===== src/rtl/clock_time_ctrl.sv =====
// clock_time_ctrl: HH:MM timekeeping plus RUN/SET_HOUR/SET_MIN controller for
// the LED clock. Produces BCD digits, per-digit blanking and colon for the
// display multiplexer. Optional macro TWELVE_HOUR_EN selects a 12-hour clock
// with PM indicator and hour-tens leading-zero suppression.
module clock_time_ctrl #(
   parameter int unsigned HALF_SEC_DIV = 5_000_000
) (
   input  logic       Clock,
   input  logic       Reset_n,
   input  logic       btn_mode,
   input  logic       btn_inc,
   output logic [3:0] hourten,
   output logic [3:0] hourone,
   output logic [3:0] mintens,
   output logic [3:0] minones,
   output logic [3:0] blank,
   output logic       colon,
   output logic       pm,
   output logic [1:0] mode_state
);

   localparam int unsigned PW = (HALF_SEC_DIV > 2) ? $clog2(HALF_SEC_DIV) : 1;
   localparam logic [PW-1:0] PRESC_LAST = PW'(HALF_SEC_DIV - 1);

`ifdef TWELVE_HOUR_EN
   localparam logic [7:0] HOUR_RST = 8'h12;
`else
   localparam logic [7:0] HOUR_RST = 8'h00;
`endif

   typedef enum logic [1:0] {
      RUN      = 2'b00,
      SET_HOUR = 2'b01,
      SET_MIN  = 2'b10
   } state_t;

   state_t        state_q, state_d;
   logic [PW-1:0] presc_q, presc_d;
   logic          phase_q, phase_d;
   logic [5:0]    sec_q, sec_d;
   logic [7:0]    hour_q, hour_d;
   logic [7:0]    min_q, min_d;
   logic          pm_q, pm_d;
   logic [3:0]    blank_q, blank_d;
   logic          colon_q, colon_d;

   logic mode_s1_q, mode_s2_q, mode_dly_q;
   logic inc_s1_q, inc_s2_q, inc_dly_q;
   logic mode_edge, inc_edge, half_tick, sec_tick;

   // BCD hour increment with range wrap
   function automatic logic [7:0] hour_inc(input logic [7:0] h);
`ifdef TWELVE_HOUR_EN
      if (h == 8'h12)
         return 8'h01;
`else
      if (h == 8'h23)
         return 8'h00;
`endif
      else if (h[3:0] == 4'd9)
         return {h[7:4] + 4'd1, 4'd0};
      else
         return {h[7:4], h[3:0] + 4'd1};
   endfunction

   // BCD minute increment, 59 wraps to 00
   function automatic logic [7:0] min_inc(input logic [7:0] m);
      if (m == 8'h59)
         return 8'h00;
      else if (m[3:0] == 4'd9)
         return {m[7:4] + 4'd1, 4'd0};
      else
         return {m[7:4], m[3:0] + 4'd1};
   endfunction

   assign mode_edge = mode_s2_q & ~mode_dly_q;
   assign inc_edge  = inc_s2_q & ~inc_dly_q;
   assign half_tick = (presc_q == PRESC_LAST);
   assign sec_tick  = half_tick & phase_q;

   // Button synchronisers and rising-edge delay flops
   always_ff @(posedge Clock or negedge Reset_n) begin
      if (!Reset_n) begin
         mode_s1_q  <= 1'b0;
         mode_s2_q  <= 1'b0;
         mode_dly_q <= 1'b0;
         inc_s1_q   <= 1'b0;
         inc_s2_q   <= 1'b0;
         inc_dly_q  <= 1'b0;
      end else begin
         mode_s1_q  <= btn_mode;
         mode_s2_q  <= mode_s1_q;
         mode_dly_q <= mode_s2_q;
         inc_s1_q   <= btn_inc;
         inc_s2_q   <= inc_s1_q;
         inc_dly_q  <= inc_s2_q;
      end
   end

   // Mode sequencing on mode-button edges
   always_comb begin
      state_d = state_q;
      if (mode_edge) begin
         case (state_q)
            RUN:      state_d = SET_HOUR;
            SET_HOUR: state_d = SET_MIN;
            default:  state_d = RUN;
         endcase
      end
   end

   // Timebase, time advance and set-mode edits
   always_comb begin
      presc_d = half_tick ? '0 : presc_q + PW'(1);
      phase_d = phase_q ^ half_tick;
      sec_d   = sec_q;
      min_d   = min_q;
      hour_d  = hour_q;
      pm_d    = pm_q;
      case (state_q)
         RUN: begin
            if (sec_tick) begin
               if (sec_q == 6'd59) begin
                  sec_d = '0;
                  if (min_q == 8'h59) begin
                     min_d  = 8'h00;
                     hour_d = hour_inc(hour_q);
`ifdef TWELVE_HOUR_EN
                     if (hour_q == 8'h11) pm_d = ~pm_q;
`endif
                  end else begin
                     min_d = min_inc(min_q);
                  end
               end else begin
                  sec_d = sec_q + 6'd1;
               end
            end
         end
         SET_HOUR: begin
            if (inc_edge && !mode_edge) begin
               hour_d = hour_inc(hour_q);
`ifdef TWELVE_HOUR_EN
               if (hour_q == 8'h11) pm_d = ~pm_q;
`endif
            end
         end
         SET_MIN: begin
            if (mode_edge) begin
               // returning to RUN restarts the second from zero
               sec_d   = '0;
               presc_d = '0;
               phase_d = 1'b0;
            end else if (inc_edge) begin
               min_d = min_inc(min_q);
            end
         end
         default: ;
      endcase
   end

   // Display controls derived from next state so they align with the digits
   always_comb begin
      colon_d = 1'b1;
      blank_d = '0;
      case (state_d)
         RUN:      colon_d = ~phase_d;
         SET_HOUR: if (phase_d) blank_d = 4'b1100;
         SET_MIN:  if (phase_d) blank_d = 4'b0011;
         default:  ;
      endcase
`ifdef TWELVE_HOUR_EN
      if (hour_d[7:4] == 4'd0) blank_d[3] = 1'b1;
`endif
   end

   // State, time and display registers
   always_ff @(posedge Clock or negedge Reset_n) begin
      if (!Reset_n) begin
         state_q <= RUN;
         presc_q <= '0;
         phase_q <= 1'b0;
         sec_q   <= '0;
         min_q   <= 8'h00;
         hour_q  <= HOUR_RST;
         pm_q    <= 1'b0;
         blank_q <= '0;
         colon_q <= 1'b1;
      end else begin
         state_q <= state_d;
         presc_q <= presc_d;
         phase_q <= phase_d;
         sec_q   <= sec_d;
         min_q   <= min_d;
         hour_q  <= hour_d;
         pm_q    <= pm_d;
         blank_q <= blank_d;
         colon_q <= colon_d;
      end
   end

   assign hourten    = hour_q[7:4];
   assign hourone    = hour_q[3:0];
   assign mintens    = min_q[7:4];
   assign minones    = min_q[3:0];
   assign blank      = blank_q;
   assign colon      = colon_q;
   assign pm         = pm_q;
   assign mode_state = state_q;

endmodule


===== config.mk =====
export PLATFORM = sky130hd
export DESIGN_NAME = clock_time_ctrl
export DESIGN_NICKNAME = d
export VERILOG_FILES = /design/src/rtl/clock_time_ctrl.sv
export SDC_FILE = /design/constraint.sdc
export NUM_CORES = 1
export LEC_CHECK = 0
export ABC_AREA = 1
export CAP_MARGIN = 20
export CORE_UTILIZATION = 36
export CTS_CLUSTER_SIZE = 8
export DETAILED_ROUTE_END_ITERATION = 8
export HOLD_SLACK_MARGIN = 0.03
export REMOVE_ABC_BUFFERS = 1
export SETUP_SLACK_MARGIN = 0.15
export SYNTH_ARGS = -nofsm -noshare
export SYNTH_HDL_FRONTEND = slang
export SYNTH_SLANG_ARGS = --single-unit

===== constraint.sdc =====
create_clock -name Clock -period 6.15 [get_ports Clock]
set_clock_uncertainty 0.2 [all_clocks]
set_input_delay 0.615 -clock Clock [delete_from_list [all_inputs] [get_ports Clock]]
set_output_delay 0.615 -clock Clock [all_outputs]
set_load 0.01 [all_outputs]

**Word-level counts from Yosys, hierarchy flattened**

Cells that the tools add are included.
Widths: inputs -> output; s select.

- Add/subtract/negate cells: 6
- Multipliers: 0
- Div/mod/pow operators: 0
- Order comparisons: 0
- Equality and inequality tests: 17
- Shift-type cells: 0
- Muxes and demuxes: 29
- Bitwise operators: 7
- Reductions and logical operators: 9

Operators by type and width:

| kind | count |
|---|---|
| $mux 8 | 12 |
| $mux 23 | 3 |
| $pmux 8 s2 | 2 |
| $add 23x1->23 const B | 1 |
| $eq 23x23->1 const B | 1 |
| $mux 6 | 3 |
| $add 4x1->4 const B | 4 |
| $ne 2x2->1 const B | 7 |
| $pmux 6 s2 | 1 |
| $reduce_and 5->1 | 2 |
| $eq 4x4->1 const B | 2 |
| $eq 8x6->1 const B | 1 |
| $eq 8x7->1 const B | 1 |
| $pmux 4 s2 | 1 |
| $add 6x1->6 const B | 1 |
| $eq 6x6->1 const B | 1 |
| $eq 2x1->1 const B | 2 |
| $eq 2x2->1 const B | 2 |
| $logic_not 2->1 | 2 |
| $mux 2 | 2 |
| $mux 4 | 1 |
| $pmux 2 s2 | 1 |
| $reduce_bool 2->1 | 2 |
| $and 1x1->1 | 3 |
| 6 further kinds | 10 |

- Register bits after elaboration: 59
- Bits in latches: 0
- RAM bits: 0
- Bits in read-only memories: 0
- Bits of input ports: 4
- Output and inout port bits: 24
- Word-level logic and storage cells: 82
- Memories: 0

**Depth between registers and ports, before layout**

- Depth in word-level cells: 7
- Mapped depth: 13
- Gate-level depth less buffers: 13

**Worst setup path after synthesis**

OpenSTA, ideal clock, no wires.

- Kind: reg2reg
- Start point: reg presc_q[0]
- End point: reg min_q[4]
- Setup time: 0.126 ns
- Arrival time: 1.719 ns
- Data required time: 5.824 ns
- Path slack: 4.105 ns
- Cell stages (with the launch flop): 12
- Path buffers: 0
- Period minus slack after synthesis: 2.045 ns
- Cell sequence: dfrtp_1 > ha_1 > nand4_2 > nor2_4 > inv_1 > nor2_1 > ha_1 > nand2_1 > nand2_1 > nand3_2 > nand2_1 > o21ai_0

- Longest elaborated chain between the ends: 4

Ends and longest elaborated chain:

| element | line | RTL |
|---|---|---|
| from (decl) | 38 | `logic [PW-1:0] presc_q, presc_d;` |
| from (signal assigned) | 190 | `presc_q <= presc_d;` |
| $eq 23x23->1 | 78 | `assign half_tick = (presc_q == PRESC_LAST);` |
| $and 1x1->1 | 79 | `assign sec_tick = half_tick & phase_q;` |
| $ne 2x2->1 (no line) | - |  |
| $reduce_and 5->1 (no line) | - |  |
| to (signal assigned) | 193 | `min_q <= min_d;` |
| to (decl) | 42 | `logic [7:0] min_q, min_d;` |

Every way passes these cells.
A chain may end at the register's enable or synchronous reset.

**Final worst setup path**

- Start point: reg presc_q[0]
- End point: reg hour_q[6]

- Longest elaborated chain between the ends: 4

Ends and longest elaborated chain:

| element | line | RTL |
|---|---|---|
| $eq 23x23->1 | 78 |  |
| $and 1x1->1 | 79 |  |
| $ne 2x2->1 (no line) | - |  |
| $reduce_and 5->1 (no line) | - |  |
| to (signal assigned) | 194 | `hour_q <= hour_d;` |
| to (decl) | 41 | `logic [7:0] hour_q, hour_d;` |

Every way passes these cells.

==> metrics.txt <==
outcome=finished, violations left; failing checks=DRC; root buffer cell=clkbuf_8; P_leak=1.74 nW; IO buf count=26; post_cts resized=0; first-pass GRT wire length=11.8 mm; endpoints failing hold=0; largest net degree at the start of global routing=58; hold buffer count at cts=0; Yosys top cell area share=42.5%; cts bufs inserted=9; clock sinks=57; maximum vdd ir drop=0.000104 V; CP Max Fanout=8; WP data required=6150 ps; busiest grt layer=met2; Post-synth ARST share=100%; core area=8810 um2; CP arrival=2350 ps; WL/cell=11.6 um; unrepaired setup endpoints after global routing=no; CTS tree=done; global route overflow=0; vias in the first global route=2564; worst min path class=flop to flop; antenna diode count=0; GP Congestion=0.884; P&R area growth vs syn=18.0%; post-synthesis register bit count=57; DR vias/cell=4.71; CP startpoint kind=flop; worst-path cell chain=ha_1 -> nand4_2 -> nor2_4 -> inv_1 -> nor2_1 -> ha_1 -> nand2_1 -> nand2_1 -> nand3_2 -> nand2_1 -> o21ai_0; initial antenna violation count=0; Power Density=298 nW/um2; dpl hpwl=4.82 mm; die height=97.7 um; # IOs=28; max-slew violation count=0; H-tree depth=3; setup tns final=0 ps; number of synthesized flops with an enable pin=0; met1 GRT Util=21.0%; Max-Slew Margin vs Limit=52.3%; clock-pin transition on the worst setup and hold timing paths=60 ps; Worst Setup Slack, final=3800 ps; shortest period the worst path allows=2350 ps; Post-Syn Area=3300 um2; Max Root-Sink Buffers=2; Yosys top cell by area=dfrtp_1; # setup viols final=0; commonest non-fill, non-tap cell in the layout=nand2_1; Crit path top cell by count=nand2_1; clk_lat worst skew=330 ps; Synth area leaders=dfrtp_1 43%, nand2_1 12%, nor2_1 6.6%; layout cells sized above 1=12.2%; GRT Total Usage=15.4%; antenna-violating nets left=0; DR vias=2664; # nets final=471; maximum clock frequency=0.426 GHz; die area=9540 um2; pre-CTS setup slack=3790 ps; GR Util met3=3.02%; first-pass iteration count of the detailed router=7; Final Cycle Share=38.2%; Crit Path Class=flop to flop; Chip Width=97.7 um; most frequent cells in the layout=104 x nand2_1, 58 x nor2_1, 56 x dfrtp_1; DRC viols=8; Post-CTS Setup Inserts=0; DR iter-0 viols=177; WL final=6.55 mm; M2 GR Usage=24.2%; max_cap viols=0; Yosys cell types=34; worst stage delay on the critical path=430 ps; syn avg cell area=7.85 um2; Ys Warns=0; Synth Instances=420; Starting Density=37.4%; sequential area share after synthesis=43.3%; Std-Cell Rows=34; transition time of the tightest slew-check pin=716 ps; Critical Path Sink Type=flop; critical path's slowest cell=dfrtp_1; Synth Flop Type=dfrtp_1
-- worst max-delay path: cells and delay by family, from the launching register on --
family                   cells  cell delay [ps]
buffers and inverters        1               60
AO/OA/AOI/OAI                1               80
adder cells (fa/ha/maj)      2              410
flip-flops                   1              430
AND/OR/NAND/NOR              7             1040
-- final timing paths --
check | start | cells after the start | slack [ps] | to
max | presc_q[0] | 11 | 3800 | hour_q[6]
min | mode_s1_q | 0 | 150 | mode_s2_q
max reg2reg | presc_q[0] | 11 | 3800 | hour_q[6]
min reg2reg | mode_s1_q | 0 | 150 | mode_s2_q
max in group asynchronous | Reset_n | 2 | 5060 | presc_q[6]
min in group asynchronous | Reset_n | 2 | 230 | presc_q[10]
-- cells in the mapped netlist, drive strengths merged (2+ instances only) --
| cell type | number |
|---|---|
| xnor2 | 7 |
| nand2 | 111 |
| inv | 51 |
| nor3 | 7 |
| a31oi | 2 |
| or2 | 6 |
| xor2 | 7 |
| buf | 5 |
| ha | 14 |
| nand3 | 31 |
| a21oi | 6 |
| dfrtp | 56 |
| o21ai | 23 |
| nor2 | 77 |
| nand4 | 9 |
-- through the flow --
stage	area [um2]	util [%]	cells	hold slack, ps	total power, mW
final	3890	44.2	566	148	1.16
after global routing	3890	44.2	566	156	1.24
after detailed placement	3650	41.4	550	136	0.742
after floorplan	3250	-	415	119	0.655
after global placement	3650	41.4	550	133	0.733
after CTS	3890	44.2	566	150	1.17
-- sequential cells by signal (all words and copies together) (netlist names) --
name / count
sec_q: 6
colon: 1
hour_q: 8
mode_s2_q: 1
mode_dly_q: 1
inc_s2_q: 1
mode_state: 2
min_q: 8
presc_q: 23
blank: 2
inc_s1_q: 1
inc_dly_q: 1
phase_q: 1
mode_s1_q: 1
-- metal layers --
layer | share of wire, % | up-vias
li1 | - | 1387
met1 | 52 | 1228
met2 | 44 | 40
met3 | 2.8 | 9
met4 | 1.5 | 0
met5 | 0 | -
-- kinds of logic after synthesis --
group | Yosys count | share of synthesized area [%]
adders and majority gates | 14 | 5.31
other | 1 | 0.114
AOI/OAI and AO/OA | 33 | 5.24
xor gates and xnor gates | 14 | 3.72
and+or+nand+nor | 245 | 35.1
DFF | 57 | 43.3
buffers and inverters | 56 | 7.25
-- where the power goes --
part           total [mW]  internal [mW]  switching, mW  leakage (nW)
clock               0.429          0.280          0.149         0.120
sequential          0.488          0.426         0.0623         0.755
combinational       0.242          0.113          0.129         0.863
total                1.16          0.819          0.341          1.74
-- layout make-up --
type                            count  area, um2
Timing Repair Buffer               27        263
Sequential cell                    57       1430
Clock buffer                       11        141
Fill cell                         881       4910
Inverter                           51        191
Tap cell                          108        135
Multi-Input combinational cell    307       1630
Clock inverter                      5        103
(Power assumes the default switching activity.)
